===== src/rtl/lift_motion_pkg.sv =====
// -----------------------------------------------------------------------------
// lift_motion_pkg
// Shared types and widths for the per-lift motion stage.
//   motor_cmd_e     - 2-bit motor command coming from the elevator controller
//   motion_state_e  - motion FSM states
//   FLOOR_W/DUTY_W  - floor index and PWM duty widths
//   travel_cmd()    - command that keeps the lift moving in a given direction
// -----------------------------------------------------------------------------
package lift_motion_pkg;

   localparam int FLOOR_W = 4;
   localparam int DUTY_W  = 8;

   typedef enum logic [1:0] {
      CMD_STOP = 2'b00,
      CMD_UP   = 2'b01,
      CMD_DOWN = 2'b10,
      CMD_DOOR = 2'b11
   } motor_cmd_e;

   typedef enum logic [2:0] {
      IDLE,
      REL,
      ACC,
      RUN,
      DEC,
      HOLD,
      DOOR,
      FAULT
   } motion_state_e;

   // The only command that lets travel continue in direction `up`.
   function automatic motor_cmd_e travel_cmd(input logic up);
      return up ? CMD_UP : CMD_DOWN;
   endfunction

endpackage


===== src/rtl/lift_pwm_gen.sv =====
// -----------------------------------------------------------------------------
// lift_pwm_gen
// Free-running 8-bit PWM generator with a registered output.
// Ports:
//   clk   in   system clock
//   rst   in   asynchronous active-low reset
//   duty  in   compare value; 0 gives a constant-low output
//   pwm   out  registered (counter < duty)
// -----------------------------------------------------------------------------
module lift_pwm_gen
   import lift_motion_pkg::*;
(
   input  logic              clk,
   input  logic              rst,
   input  logic [DUTY_W-1:0] duty,
   output logic              pwm
);

   logic [DUTY_W-1:0] cnt_q, cnt_d;
   logic              pwm_q, pwm_d;

   always_comb begin
      cnt_d = cnt_q + 1'b1;
      pwm_d = (cnt_q < duty);
   end

   always_ff @(posedge clk or negedge rst) begin
      if (!rst) begin
         cnt_q <= '0;
         pwm_q <= 1'b0;
      end else begin
         cnt_q <= cnt_d;
         pwm_q <= pwm_d;
      end
   end

   assign pwm = pwm_q;

endmodule


===== src/rtl/lift_motion_ctrl.sv =====
// -----------------------------------------------------------------------------
// lift_motion_ctrl
// Per-lift motion stage: turns the 2-bit motor command into PWM drive,
// direction, brake and door actuation, and tracks the current floor from a
// hall-effect floor-sensor pulse.
// Ports:
//   clk           in   system clock
//   rst           in   asynchronous active-low reset
//   motor_signal  in   command: 00 STOP, 01 UP, 10 DOWN, 11 DOOR
//   floor_pulse   in   asynchronous floor sensor, rising edge counts
//   motor_pwm     out  PWM motor drive
//   motor_dir     out  1 = up, 0 = down (changes only when leaving IDLE)
//   brake         out  1 = brake engaged
//   door_open     out  1 = door actuator open
//   cur_floor     out  tracked floor index 0..MAX_FLOOR
//   busy          out  FSM not in IDLE
//   fault         out  sticky watchdog fault
// Build option: define LIFT_MOTION_WDOG_EN to add the floor-pulse watchdog and
// the FAULT state; without it fault is tied low.
// -----------------------------------------------------------------------------
module lift_motion_ctrl
   import lift_motion_pkg::*;
#(
   parameter int MAX_FLOOR = 10,
   parameter int DUTY_MAX  = 200,
   parameter int RAMP_STEP = 4,
   parameter int BRAKE_CYC = 16,
   parameter int DOOR_CYC  = 64
`ifdef LIFT_MOTION_WDOG_EN
   ,
   parameter int WDOG_CYC  = 4096
`endif
) (
   input  logic               clk,
   input  logic               rst,
   input  logic [1:0]         motor_signal,
   input  logic               floor_pulse,
   output logic               motor_pwm,
   output logic               motor_dir,
   output logic               brake,
   output logic               door_open,
   output logic [FLOOR_W-1:0] cur_floor,
   output logic               busy,
   output logic               fault
);

   localparam int TMR_W = $clog2((DOOR_CYC > BRAKE_CYC) ? DOOR_CYC : BRAKE_CYC);

   localparam logic [TMR_W-1:0]   BRAKE_LAST = TMR_W'(BRAKE_CYC - 1);
   localparam logic [TMR_W-1:0]   DOOR_LAST  = TMR_W'(DOOR_CYC - 1);
   localparam logic [FLOOR_W-1:0] TOP_FLOOR  = FLOOR_W'(MAX_FLOOR);
   localparam logic [DUTY_W-1:0]  DUTY_FULL  = DUTY_W'(DUTY_MAX);
   localparam logic [DUTY_W-1:0]  STEP_D     = DUTY_W'(RAMP_STEP);
   localparam logic [DUTY_W-1:0]  UP_SAT     = DUTY_W'(DUTY_MAX - RAMP_STEP);

   motion_state_e      state_q, state_d;
   motor_cmd_e         cmd_q, cmd_d;
   logic [2:0]         sync_q, sync_d;
   logic [TMR_W-1:0]   tmr_q, tmr_d;
   logic [DUTY_W-1:0]  duty_q, duty_d;
   logic               dir_q, dir_d;
   logic [FLOOR_W-1:0] floor_q, floor_d;
   logic               brake_q, brake_d;
   logic               door_q, door_d;
   logic               busy_q, busy_d;

   logic               fp_rise;
   logic               moving;
   logic               step;
   logic               at_limit;
   logic               stop_req;
   logic [DUTY_W-1:0]  duty_up, duty_dn;

`ifdef LIFT_MOTION_WDOG_EN
   localparam int WDOG_W = $clog2(WDOG_CYC);
   localparam logic [WDOG_W-1:0] WDOG_LAST = WDOG_W'(WDOG_CYC - 1);

   logic [WDOG_W-1:0]  wdog_q, wdog_d;
   logic               fault_q, fault_d;
`endif

   // Input stage: command register plus a 2-FF synchroniser; the third stage
   // only remembers the previous synchronised level for edge detection.
   always_comb begin
      cmd_d  = motor_cmd_e'(motor_signal);
      sync_d = {sync_q[1:0], floor_pulse};
   end

   assign fp_rise = sync_q[1] & ~sync_q[2];

   // State register and all datapath flops.
   always_ff @(posedge clk or negedge rst) begin
      if (!rst) begin
         state_q <= IDLE;
         cmd_q   <= CMD_STOP;
         sync_q  <= '0;
         tmr_q   <= '0;
         duty_q  <= '0;
         dir_q   <= 1'b0;
         floor_q <= '0;
         brake_q <= 1'b1;
         door_q  <= 1'b0;
         busy_q  <= 1'b0;
`ifdef LIFT_MOTION_WDOG_EN
         wdog_q  <= '0;
         fault_q <= 1'b0;
`endif
      end else begin
         // NOTE: non-blocking assignments so every flop samples pre-edge values.
         state_q <= state_d;
         cmd_q   <= cmd_d;
         sync_q  <= sync_d;
         tmr_q   <= tmr_d;
         duty_q  <= duty_d;
         dir_q   <= dir_d;
         floor_q <= floor_d;
         brake_q <= brake_d;
         door_q  <= door_d;
         busy_q  <= busy_d;
`ifdef LIFT_MOTION_WDOG_EN
         wdog_q  <= wdog_d;
         fault_q <= fault_d;
`endif
      end
   end

   // Next-state, ramp, floor tracking and watchdog.
   always_comb begin
      // NOTE: defaults first so no branch can leave a signal unassigned (latch).
      state_d = state_q;
      tmr_d   = tmr_q;
      duty_d  = duty_q;
      dir_d   = dir_q;
      floor_d = floor_q;

      duty_up = (duty_q >= UP_SAT) ? DUTY_FULL : duty_q + STEP_D;
      duty_dn = (duty_q <= STEP_D) ? '0 : duty_q - STEP_D;

      // Floor edges only count while the cab is actually driven.
      moving = (state_q == ACC) || (state_q == RUN) || (state_q == DEC);
      step   = moving && fp_rise;
      if (step) begin
         if (dir_q) floor_d = (floor_q == TOP_FLOOR) ? TOP_FLOOR : floor_q + 1'b1;
         else       floor_d = (floor_q == '0)        ? '0        : floor_q - 1'b1;
      end
      // Arriving at the end floor stops travel even if the command persists.
      at_limit = step && (dir_q ? (floor_d == TOP_FLOOR) : (floor_d == '0));
      stop_req = (cmd_q != travel_cmd(dir_q)) || at_limit;

      case (state_q)
         IDLE: begin
            tmr_d = '0;
            case (cmd_q)
               CMD_UP: begin
                  if (floor_q != TOP_FLOOR) begin
                     state_d = REL;
                     dir_d   = 1'b1;
                  end
               end
               CMD_DOWN: begin
                  if (floor_q != '0) begin
                     state_d = REL;
                     dir_d   = 1'b0;
                  end
               end
               CMD_DOOR: state_d = DOOR;
               default:  state_d = IDLE;
            endcase
         end
         REL: begin
            if (stop_req) begin
               state_d = DEC;
               tmr_d   = '0;
            end else if (tmr_q == BRAKE_LAST) begin
               state_d = ACC;
               tmr_d   = '0;
            end else begin
               tmr_d = tmr_q + 1'b1;
            end
         end
         ACC: begin
            if (stop_req) begin
               state_d = DEC;
            end else begin
               duty_d = duty_up;
               if (duty_up == DUTY_FULL) state_d = RUN;
            end
         end
         RUN: begin
            if (stop_req) state_d = DEC;
         end
         DEC: begin
            duty_d = duty_dn;
            if (duty_dn == '0) begin
               state_d = HOLD;
               tmr_d   = '0;
            end
         end
         HOLD: begin
            if (tmr_q == BRAKE_LAST) begin
               state_d = IDLE;
               tmr_d   = '0;
            end else begin
               tmr_d = tmr_q + 1'b1;
            end
         end
         DOOR: begin
            if (tmr_q == DOOR_LAST) begin
               state_d = IDLE;
               tmr_d   = '0;
            end else begin
               tmr_d = tmr_q + 1'b1;
            end
         end
         FAULT: begin
            duty_d = '0;
         end
      endcase

`ifdef LIFT_MOTION_WDOG_EN
      // Counts driven cycles since the last counted floor edge; overrides any
      // other transition once the limit is hit.
      wdog_d = '0;
      if (moving && !fp_rise) begin
         if (wdog_q == WDOG_LAST) begin
            state_d = FAULT;
            duty_d  = '0;
         end else begin
            wdog_d = wdog_q + 1'b1;
         end
      end
`endif
   end

   // Output decode from the next state so the registered outputs line up with
   // the state they describe.
   always_comb begin
      brake_d = (state_d == IDLE) || (state_d == HOLD) ||
                (state_d == DOOR) || (state_d == FAULT);
      door_d  = (state_d == DOOR);
      busy_d  = (state_d != IDLE);
`ifdef LIFT_MOTION_WDOG_EN
      fault_d = (state_d == FAULT);
`endif
   end

   // Compare against the next duty so PWM drops on the same edge as duty.
   lift_pwm_gen u_pwm (
      .clk  (clk),
      .rst  (rst),
      .duty (duty_d),
      .pwm  (motor_pwm)
   );

   assign motor_dir = dir_q;
   assign brake     = brake_q;
   assign door_open = door_q;
   assign cur_floor = floor_q;
   assign busy      = busy_q;
`ifdef LIFT_MOTION_WDOG_EN
   assign fault     = fault_q;
`else
   assign fault     = 1'b0;
`endif

endmodule


===== config.mk =====
export PLATFORM = sky130hd
export DESIGN_NAME = lift_motion_ctrl
export DESIGN_NICKNAME = d
export VERILOG_FILES = /design/src/rtl/lift_motion_pkg.sv /design/src/rtl/lift_pwm_gen.sv /design/src/rtl/lift_motion_ctrl.sv
export SDC_FILE = /design/constraint.sdc
export NUM_CORES = 1
export LEC_CHECK = 0
export BUFFER_PORTS_ARGS = -buffer_cell sky130_fd_sc_hd__buf_2
export CAP_MARGIN = 10
export CORE_MARGIN = 10
export CORE_UTILIZATION = 50
export DETAILED_ROUTE_END_ITERATION = 10
export HOLD_SLACK_MARGIN = 0.05
export PLACE_DENSITY = 0.79
export SLEW_MARGIN = 20
export SYNTH_ARGS = -nofsm -noshare
export SYNTH_HDL_FRONTEND = slang
export SYNTH_SLANG_ARGS = --single-unit

===== constraint.sdc =====
create_clock -name clk -period 3.8 [get_ports clk]
set_clock_uncertainty 0.05 [all_clocks]
set_input_delay 0.57 -clock clk [delete_from_list [all_inputs] [get_ports clk]]
set_output_delay 0.57 -clock clk [all_outputs]
set_load 0.005 [all_outputs]

# Word-level counts from Yosys, hierarchy flattened

Index checks and enable logic that the tools add are counted.

Bitwise operators: 2
Muxes and demuxes: 30
Order comparisons: 3
Add/subtract/negate cells: 6
Eq/ne operators: 23
Reductions and logical operators: 19

Operator list:

| kind                                                 | count |
|---|---|
| 2-to-1 mux 3 bit                                     | 10 |
| one-hot mux 6 bit (5 select lines)                   | 1 |
| 2-to-1 mux 6 bit                                     | 4 |
| 2-to-1 mux 8 bit                                     | 3 |
| one-hot mux 8 bit (3 select lines)                   | 1 |
| == test 3 bit (second input constant)                | 7 |
| one-hot mux 3 bit (7 select lines)                   | 1 |
| 2-to-1 mux 4 bit                                     | 4 |
| one-hot mux 3 bit (3 select lines)                   | 1 |
| adder 8 x 1 -> 8 bit (second input constant)         | 1 |
| adder 8 x 3 -> 8 bit (second input constant)         | 1 |
| == test 4 bit (second input constant)                | 2 |
| == test 8 bit (second input constant)                | 1 |
| >= comparator 8 bit (second input constant)          | 1 |
| <= comparator 8 x 3 -> 1 bit (second input constant) | 1 |
| logical NOT 4 bit                                    | 2 |
| logical NOT 8 bit                                    | 1 |
| < comparator 8 bit                                   | 1 |
| subtractor 8 x 3 -> 8 bit (second input constant)    | 1 |
| adder 6 x 1 -> 6 bit (second input constant)         | 1 |
| == test 3 x 2 -> 1 bit (second input constant)       | 2 |
| == test 6 x 4 -> 1 bit (second input constant)       | 1 |
| == test 6 bit (second input constant)                | 1 |
| logical NOT 3 bit                                    | 2 |
| 22 further kinds                                     | 32 |

Output and inout bits: 10
Word-level logic and storage cells: 95
Register bits after elaboration: 39

# Longest topological paths before layout

Gate-level depths: netlist of the first run.

Word-level depth: 15
Depth in mapped cells: 15
Gate-level depth less buffers: 15

# Cells and area by module

Synthesis of the first run repeated with hierarchy kept, for this count alone.

Cells, all modules: 296
Area, all modules: 2626.3 um^2

By module, submodules not included:

| module           | seq. area each (um^2) | area each (um^2) | instances | cells an instance |
|---|---|---|---|---|
| lift_motion_ctrl | 752.0                 | 2107.0           | 1         | 244 |
| lift_pwm_gen     | 225.2                 | 519.2            | 1         | 52 |

# Least setup slack after synthesis of the first run

Ideal clock, no wire load.

Kind: flip-flop to flip-flop
From: reg floor_q[0], in the netlist cur_floor[0]
To: reg u_pwm.pwm_q, in the netlist u_pwm.pwm
Buffers on the path: 0
Data arrival time: 3364 ps
Setup slack: 322 ps
Required time: 3686 ps
Cell stages (with the launch flop): 16
Clock period less this slack: 3478 ps
Cell sequence: dfrtp_1 -> inv_1 -> ha_1 -> or4_4 -> o21ai_2 -> nand2_1 -> or3_4 -> a21o_4 -> a211oi_2 -> o221a_1 -> ha_1 -> a21o_1 -> a21o_1 -> a21oi_1 -> o31a_1 -> a31o_2

Longest elaborated chain between the ends: 11

RTL lines:

| element                                                   | RTL line                                         | text |
|---|---|---|
| start, declared                                           | lift_motion_ctrl.sv:62                           | `logic [FLOOR_W-1:0] floor_q, floor_d;` |
| start signal, assigned                                    | lift_motion_ctrl.sv:116                          | `floor_q <= floor_d;` |
| subtractor 4 x 1 -> 4 bit, or another cell as far along   | lift_motion_ctrl.sv:144                          | `else floor_d = (floor_q == '0) ? '0 : floor_q - 1'b1;` |
| 2-to-1 mux 4 bit (on tied branches)                       | lift_motion_ctrl.sv:144, lift_motion_ctrl.sv:143 |  |
| 2-to-1 mux 4 bit                                          | lift_motion_ctrl.sv:143                          | `if (dir_q) floor_d = (floor_q == TOP_FLOOR) ? TOP_FLOOR : floor_q + 1'b1;` |
| 2-to-1 mux 4 bit (*)                                      | lift_motion_ctrl.sv:142                          | `if (step) begin` |
| == test 4 bit / logical NOT 4 bit (equally long branches) | lift_motion_ctrl.sv:147                          | `at_limit = step && (dir_q ? (floor_d == TOP_FLOOR) : (floor_d == '0));` |
| 2-to-1 mux 1 bit (*)                                      | lift_motion_ctrl.sv:147                          |  |
| logical AND 1 bit (*)                                     | lift_motion_ctrl.sv:147                          |  |
| logical OR 1 bit (*)                                      | lift_motion_ctrl.sv:148                          | `stop_req = (cmd_q != travel_cmd(dir_q)) \|\| at_limit;` |
| 2-to-1 mux 8 bit (*)                                      | lift_motion_ctrl.sv:182                          | `if (stop_req) begin` |
| one-hot mux 8 bit (3 select lines) (*)                    | lift_motion_ctrl.sv:150                          | `case (state_q)` |
| < comparator 8 bit (*)                                    | lift_pwm_gen.sv:24                               | `pwm_d = (cnt_q < duty);` |
| via u_pwm.pwm_d                                           | lift_pwm_gen.sv:20                               | `logic pwm_q, pwm_d;` |
| end signal, assigned                                      | lift_pwm_gen.sv:33                               | `pwm_q <= pwm_d;` |
| end, declared                                             | lift_pwm_gen.sv:20                               |  |

The timed path passes the listed nets; every way through them passes the cells marked *.
A chain may end at the register's enable or synchronous reset.

# Worst setup path after layout of the first run

Same ends and word-level chain as after synthesis.

==> results.cfg, run 1 <==
[critical_path]
path_cells = inv_1 -> ha_1 -> or4_4 -> o21ai_2 -> nand2_1 -> or3_4 -> a21o_4 -> a211oi_2 -> o221a_1 -> ha_1 -> a21o_1 -> a21o_1 -> a21oi_1 -> o31a_1 -> a31o_2
reg2reg_to = u_pwm.pwm
r2r_cells = 15
slowest_stage = or4_4
worstSetupEndpoint = u_pwm.pwm
rrSetupSlack_ns = 0.21
max_stage_delay_ns = 0.43
critPathBufInv = 1
reg2reg_from = cur_floor[0]
crit_start = cur_floor[0]
cp-end-kind = register
cp.depth = 15
crit_family = compound AO/OA/AOI/OAI gates
cp_max_fo = 7
critPathArrivalTime_ns = 3.78
crit_type = register to register
cp-start-kind = register
cp.required_ns = 3.98

[grt]
grt-busiest-layer = met2
use_met3 = 0.03277
grt_pass1_wl_um = 10530
antenna_found_initial = 0
grt_use_met1 = 0.1927
grt_remaining_overflow = 0
grt_pass1_vias = 2294
grt_start_max_net_pins = 40
use_met2 = 0.2251
track_usage = 0.1448

[sta]
tns_ns = 0
drv_slew = 0
hold_viol = 0
slew_headroom = 0.4243
worst_slew_pin_slew_ns = 0.8635
setup_violations = 0
max_freq_mhz = 278.2
fin_crit_ns = 3.595
worst_hold_slack_ns = 0.3027
period_share = 0.9460
rsz0062_at_grt = no

[floorplan]
die_area_um2 = 8733
die_h_um = 93.45
ios = 15
start_util = 0.5215
rows = 26
dieWidth_um = 93.45
coreArea_um2 = 5172

[synth]
async_reset_ff_frac = 1.000
ys_ff_latch = 39
synth_area_um2 = 2698
synth-edff-count = 0
netlist_instances = 306
ys_warn_count = 0
synth_seq_area_share = 0.3622
synth_area_leaders = dfrtp_1 (35%), ha_1 (7.0%), nor2_1 (4.2%)
syn_nets = 326
yosys.area.top_type = dfrtp_1
synth_cell_types = 70
synth_top_area_share = 0.3525
synth_ff_type = dfrtp_1
syn_area_per_cell_um2 = 8.816

[cts]
cts_root_buf = clkbuf_8
clockBufferDepth = 2
clk_pin_slew_ns = 0.09
cts_tree = built
post_cts_resized = 0
clk_latency_ns = 0.30
clock-sinks = 39
post_cts_buffers = 0
holdBufCountCts = 0
cts_max_level = 2
cts_made_buffers = 5

[place]
gp_congestion = 0.8953
portBuffers = 13
hpwl_um = 4404

[route]
wirelength_um = 6058
route.detailed.drc = 0
vias_per_cell = 6.043
wl_per_cell_um = 15.49
drtPass1Iterations = 5
drt_first_iter_violations = 330
via_count = 2363
drtAntennaViolNets = 0

[min_path]
min-delay-start = sync_q[0]
hp-class = register to register

[power_and_ir_drop]
leakage_nw = 1.288
power_density_nw_per_um2 = 777.0
ir_worst_vdd_v = 0.0004335

[layout]
final_nets = 340
antennaDiodeCount = 0
area_delta_synth_final_pct = 10.16
drive_above_1_share = 0.1558

[job]
max_cap_viol_count = 0

[outcome]
status = finished, final reports clean
-- flip-flops by register name (all words and copies together) (netlist names) --
register and cells:
cur_floor 4, cmd_q 2, tmr_q 6, duty_q 8, busy 1, state_q 3
u_pwm.cnt_q 8, door_open 1, brake 1, motor_dir 1, u_pwm.pwm 1, sync_q 3
-- power by group --
| part | switching [mW] | internal, mW |
|---|---|---|
| Sequential | 0.109 | 0.516 |
| Combinational | 0.758 | 0.566 |
| Clock | 0.147 | 0.212 |
| Total | 1.01 | 1.29 |
-- layout make-up --
class | count | area (µm²)
multi-input combinational | 237 | 1600
inverter | 15 | 56.30
timing repair buffer | 22 | 132.6
clock buffer | 6 | 82.58
clock inverter | 2 | 35.03
fill | 441 | 2201
sequential | 39 | 977.2
tap | 70 | 87.58
-- placed cells by master, fill, tap and decap left out, types with 5 or more instances in the layout --
master	n
a21o_1	5
a21oi_1	16
and3_1	5
buf_2	13
buf_4	9
clkbuf_8	6
dfrtp_1	38
ha_1	15
inv_1	15
nand2_1	27
nand2b_1	5
nand3_1	11
nor2_1	30
nor3_1	8
o21ai_0	19
xnor2_1	6
-- how the worst min path moves through the flow --
stage                 to  slack (ns)  cells past startpoint
6_report       sync_q[1]        0.30                      0
5_1_grt         cmd_q[1]        0.31                      1
4_1_cts        sync_q[1]        0.30                      0
3_5_place_dp   sync_q[1]        0.29                      0
3_3_place_gp   sync_q[1]        0.28                      0
2_1_floorplan       busy        0.22                      0
-- synthesized netlist by cell type (4+ instances only) --
cell and count:
a21oi_1 16, xnor2_1 6, and3_1 5, clkbuf_1 12
inv_1 15, nand2b_1 5, dfrtp_1 38, a21o_1 5
nor2_1 30, nor4_1 4, nand2_1 27, nand3_1 11
ha_1 15, o21ai_0 19, o21a_1 4, o31ai_1 4
nor3_1 8
-- per-stage QoR --
stage          power [mW]  std cells  utilization  setup slack (ns)  instance area (µm²)
3_5_place_dp        1.930        383       0.5508            0.1935                 2849
2_1_floorplan       1.609        306            -            0.3215                 2698
4_1_cts             2.292        391       0.5735            0.1666                 2967
3_3_place_gp        1.898        383       0.5508            0.2711                 2849
6_report            2.309        391       0.5745            0.2053                 2972
5_1_grt             2.518        391       0.5745           0.02137                 2972
-- worst reg2reg max path: stages, from the launching register on --
cell	delay (ns)
dfrtp_1	0.35
inv_1	0.07
ha_1	0.25
or4_4	0.43
o21ai_2	0.15
nand2_1	0.09
or3_4	0.41
a21o_4	0.26
a211oi_2	0.23
o221a_1	0.24
ha_1	0.24
a21o_1	0.16
a21o_1	0.17
a21oi_1	0.18
o31a_1	0.16
a31o_2	0.10
-- layer usage --
| layer | wire length [µm] | vias to the layer above | part of all wire |
|---|---|---|---|
| li1 | - | 1156 | - |
| met1 | 2814 | 1132 | 0.46 |
| met2 | 2785 | 67 | 0.46 |
| met3 | 372 | 8 | 0.061 |
| met4 | 85 | 0 | 0.014 |
| met5 | 0 | - | 0 |
-- kinds of logic (layout without fill, tap and decap cells) --
kind of cell | count (synthesis) | after routing | share of synthesized area
xor+xnor | 9 | 9 | 0.02922
fa+ha+maj | 16 | 16 | 0.07328
buf+inv | 30 | 45 | 0.04638
simple gates | 113 | 113 | 0.2138
other cells | 1 | 1 | 0.001390
mux | 2 | 2 | 0.01252
compound gates | 96 | 96 | 0.2611
flops | 39 | 39 | 0.3622
(Power assumes the default switching activity.)
==> run 2: changes to the inputs <==
- MAX_ROUTING_LAYER: not set -> met4
==> run 2 against run 1 <==
Total power increased by 1.5%. Worst hold slack gained 0.013 ns. Clock-buffer cell count unchanged. Sequential power rose by 1%. First-iteration DRC count fell by 15%. Via count up 0.63%. Routed wire length rose by 4.8%. Highest routed layer unchanged.
==> results.cfg, run 2 (same netlist as run 1, synthesis figures left out) <==
[layout]
antennaDiodeCount = 0
finalInstanceArea_um2 = 2970
final_nets = 339
drive_above_1_share = 0.1531
area_delta_synth_final_pct = 10.11
final_cells = 390
reg_top3 = duty_q x8, u_pwm.cnt_q x8, tmr_q x6
final_cell_mix = dfrtp_1 (38), nor2_1 (30), nand2_1 (27), o21ai_0 (19), a21oi_1 (16)
final_common_cell = dfrtp_1

[place]
gp_congestion = 0.9391
dpl.cell_count = 382
pre_cts_slack_ns = 0.1864
placedInstanceArea_um2 = 2841
hpwl_um = 4538
portBuffers = 13

[power_and_ir_drop]
p_sw_mw = 1.042
clock_power_share = 0.154
power_frac_seq = 0.270
p_comb_frac = 0.576
ir_worst_vdd_v = 0.0004202
internal_power_mw = 1.302
power_density_nw_per_um2 = 789.3
leakage_nw = 1.284
swShare = 0.4445
p_total_mw = 2.345

[critical_path]
crit_type = register to register
r2r_cells = 15
cp_max_fo = 7
reg2reg_from = cur_floor[0]
cp-end-kind = register
critPathArrivalTime_ns = 3.80
cp.required_ns = 3.99
rrSetupSlack_ns = 0.18
reg2reg_to = u_pwm.pwm
cp-start-kind = register

[sta]
period_share = 0.9523
max_freq_mhz = 276.3
tns_ns = 0
setup_violations = 0
slew_headroom = 0.4246
drv_slew = 0
hold_viol = 0
fin_crit_ns = 3.619
worst_slew_pin_slew_ns = 0.8631
rsz0062_at_grt = no
fin_ws_ns = 0.1811

[cts]
clk_latency_ns = 0.30
cts_root_buf = clkbuf_8
cts_made_buffers = 5
cts_tree = built
cts_max_level = 2
clockBufferDepth = 2
clk_pin_slew_ns = 0.09
post_cts_buffers = 0
clock-sinks = 39

[route]
drtAntennaViolNets = 0
drtPass1Iterations = 5
via_count = 2378
wl_per_cell_um = 16.27
drt_first_iter_violations = 279
vias_per_cell = 6.097
wirelength_um = 6347
route.detailed.drc = 0

[grt]
track_usage = 0.1567
grt_remaining_overflow = 0
grt_pass1_wl_um = 10960
antenna_found_initial = 0
grt_start_max_net_pins = 40
grt_pass1_vias = 2225

[floorplan]
coreArea_um2 = 5172
start_util = 0.5215
dieWidth_um = 93.45
die_area_um2 = 8733
die_h_um = 93.45
rows = 26
ios = 15

[outcome]
status = finished, final reports clean

[job]
max_cap_viol_count = 0

[min_path]
hp-class = input port to async pin
==> run 2: per-stage QoR <==
stage	hold slack (ns)	utilization
2_1_floorplan	0.2244	-
3_3_place_gp	0.2854	0.5493
3_5_place_dp	0.3069	0.5493
4_1_cts	0.3105	0.5721
5_1_grt	0.3087	0.5743
6_report	0.3156	0.5743
==> run 2: cell type report <==
| class | count | area [µm²] |
|---|---|---|
| Clock buffer | 6 | 82.58 |
| Clock inverter | 2 | 35.03 |
| Fill cell | 463 | 2202 |
| Inverter | 15 | 56.30 |
| Multi-Input combinational cell | 237 | 1607 |
| Sequential cell | 39 | 977.2 |
| Tap cell | 70 | 87.58 |
| Timing Repair Buffer | 21 | 125.1 |
==> run 2: layer usage <==
metal	track usage	vias to the layer above	wire (µm)
li1	-	1153	-
met1	0.2063	1122	2977
met2	0.2349	98	2938
met3	0.03038	5	370
met4	0.05270	0	61
met5	-	-	0
==> run 2: worst max-delay path: stages (launching register included) <==
cell	delay [ns]
dfrtp_1	0.35
inv_1	0.07
ha_1	0.27
or4_4	0.43
o21ai_2	0.16
nand2_1	0.09
or3_4	0.41
a21o_4	0.26
a211oi_2	0.25
o221a_1	0.24
ha_1	0.25
a21o_1	0.16
a21o_1	0.16
a21oi_1	0.18
o31a_1	0.15
a31o_2	0.09
==> run 2: how the worst max path moves through the flow <==
stage	from	endpoint	slack, ns	cells past startpoint
floorplan	cur_floor[0]	u_pwm.pwm	0.32	15
global placement	cur_floor[0]	u_pwm.pwm	0.28	15
detailed placement	cur_floor[0]	u_pwm.pwm	0.19	15
CTS	cur_floor[0]	u_pwm.pwm	0.17	15
global route	cur_floor[0]	u_pwm.pwm	0.008	15
finish	cur_floor[0]	u_pwm.pwm	0.18	15
==> run 2: timing repair <==
action	in CTS	in global routing
gates resized for setup	0	2
hold buffers	0	0
endpoints found under the setup margin	0	1
==> run 2: power by group through the flow <==
stage | registers (mW) | logic [mW] | clock network [mW]
after CTS | 0.624 | 1.32 | 0.370
after detailed placement | 0.632 | 1.30 | 0
final | 0.633 | 1.35 | 0.361
after floorplan | 0.599 | 1.01 | 0
after global routing | 0.649 | 1.51 | 0.386
after global placement | 0.627 | 1.27 | 0
==> run 3: changes to the inputs <==
- clock period: 3.8 -> 3.4 ns (I/O delays scaled with it)
==> run 3 against run 2 <==
The flow now finishes with violations (setup timing). Cell area increased by 7.3%. Worst hold slack worse by 0.051 ns. Register-to-register slack worse by 0.23 ns. Sequential power grew 6.2%. Routed wire length up 2.6%. Die area stayed put. Non-clock buffer count up 22. Combinational power rose by 24%. Via count grew 3.0%.
==> results.cfg, run 3 (same netlist as run 1, synthesis figures left out) <==
[job]
max_cap_viol_count = 0

[power_and_ir_drop]
swShare = 0.4321
internal_power_mw = 1.556
p_total_mw = 2.739
leakage_nw = 1.398
power_density_nw_per_um2 = 859.6
clock_power_share = 0.147
p_comb_frac = 0.608
power_frac_seq = 0.245
ir_worst_vdd_v = 0.0004398
p_sw_mw = 1.184

[sta]
hold_viol = 0
worst_slew_pin_slew_ns = 0.8506
max_freq_mhz = 289.9
slew_headroom = 0.4329
drv_slew = 0
rsz0062_at_grt = yes
setup_violations = 1
fin_ws_ns = -0.04937
fin_crit_ns = 3.449
period_share = 1.015

[layout]
drive_above_1_share = 0.2368
reg_top3 = duty_q x8, u_pwm.cnt_q x8, tmr_q x6
final_common_cell = dfrtp_1
final_cell_mix = dfrtp_1 (36), nor2_1 (30), buf_4 (29), nand2_1 (27), o21ai_0 (19)
area_delta_synth_final_pct = 18.14
antennaDiodeCount = 0
final_nets = 361

[place]
hpwl_um = 4691
pre_cts_slack_ns = -0.07824
portBuffers = 13
gp_congestion = 0.9485

[floorplan]
die_h_um = 93.45
start_util = 0.5215
die_area_um2 = 8733
coreArea_um2 = 5172
dieWidth_um = 93.45
ios = 15
rows = 26

[cts]
cts_max_level = 2
holdBufCountCts = 0
cts_tree = built
clk_latency_ns = 0.29
cts_root_buf = clkbuf_8
clk_pin_slew_ns = 0.08
clockBufferDepth = 2
clock-sinks = 39
cts_made_buffers = 5

[critical_path]
cp_max_fo = 4
cp.required_ns = 3.59
critPathArrivalTime_ns = 3.64
cp-start-kind = register
crit_type = register to register
cp-end-kind = register

[route]
vias_per_cell = 5.947
via_count = 2450
wl_per_cell_um = 15.81
route.detailed.drc = 0
drtAntennaViolNets = 0
drt_first_iter_violations = 256
wirelength_um = 6513
drtPass1Iterations = 6

[grt]
antenna_found_initial = 0
grt_start_max_net_pins = 40
grt_remaining_overflow = 0
grt_pass1_vias = 2314
track_usage = 0.1571
grt_pass1_wl_um = 11030

[min_path]
hp-class = input port to async pin

[outcome]
status = finished with violations
violations = setup timing
==> run 3: cell types whose count changed in the layout (fill, tap and decap cells not counted), sizes merged <==
| cell | before | now |
|---|---|---|
| buf | 21 | 43 |
==> run 3: area by class of cell <==
class                      count  area [µm²]
clock buffer                   6       82.58
clock inverter                 2       35.03
fill                         416        1986
inverter                      15       56.30
multi-input combinational    237        1652
sequential                    39       979.7
tap                           70       87.58
timing repair buffer          43       294.0
==> run 3: what timing repair did <==
item | 4_1_cts | 5_1_grt
setup endpoints to repair | 1 | 1
resized for setup | 9 | 2
gates cloned | 0 | 0
pin swaps | 1 | 1
buffers inserted | 2 | 1
==> run 3: power by group through the flow <==
stage | clock [mW] | sequential, mW | combinational, mW
2_1_floorplan | 0 | 0.672 | 1.13
3_3_place_gp | 0 | 0.670 | 1.56
3_5_place_dp | 0 | 0.675 | 1.59
4_1_cts | 0.410 | 0.668 | 1.62
5_1_grt | 0.433 | 0.686 | 1.85
6_report | 0.402 | 0.672 | 1.67
==> run 3: through the flow <==
stage	hold slack, ns	cells	utilization	setup TNS, ns	instance area [µm²]
final	0.2642	412	0.6161	-0.04937	3187
after global routing	0.2594	412	0.6161	-0.1937	3187
after CTS	0.2632	411	0.6130	-0.01868	3171
after detailed placement	0.3024	401	0.5779	-0.07824	2989
after global placement	0.2871	401	0.5779	0	2989
after floorplan	0.1644	306	-	0	2703
==> run 3: worst max-delay path, cell delays in order (launching register included) <==
cell and delay [ns]:
dfrtp_2 0.36, inv_1 0.05, ha_2 0.20, or4_4 0.41, o21ai_2 0.15, nand2_1 0.08, or3_4 0.42, a21o_4 0.24
a211oi_4 0.25, o221a_1 0.22, ha_1 0.24, a21o_1 0.16, a21o_1 0.18, a21oi_2 0.15, o31a_1 0.14, a31o_2 0.09
==> run 3: layer usage <==
layer  up-vias  routed length (µm)  track usage
li1       1196                   -            -
met1      1146                3075       0.2071
met2        95                2893       0.2355
met3        13                 435      0.03277
met4         0                 109      0.04884
met5         -                   0            -
==> run 3: path summary, 6_finish.rpt <==
| kind | from | to | slack (ns) | cells past startpoint |
|---|---|---|---|---|
| max | cur_floor[0] | u_pwm.pwm | -0.05 | 15 |
| min | rst | motor_dir | 0.26 | 1 |
| max reg2reg | cur_floor[0] | u_pwm.pwm | -0.05 | 15 |
| min reg2reg | sync_q[0] | sync_q[1] | 0.31 | 0 |
| max in group asynchronous | rst | cur_floor[1] | 2.46 | 1 |
| min in group clk | motor_signal[1] | cmd_q[1] | 0.27 | 1 |
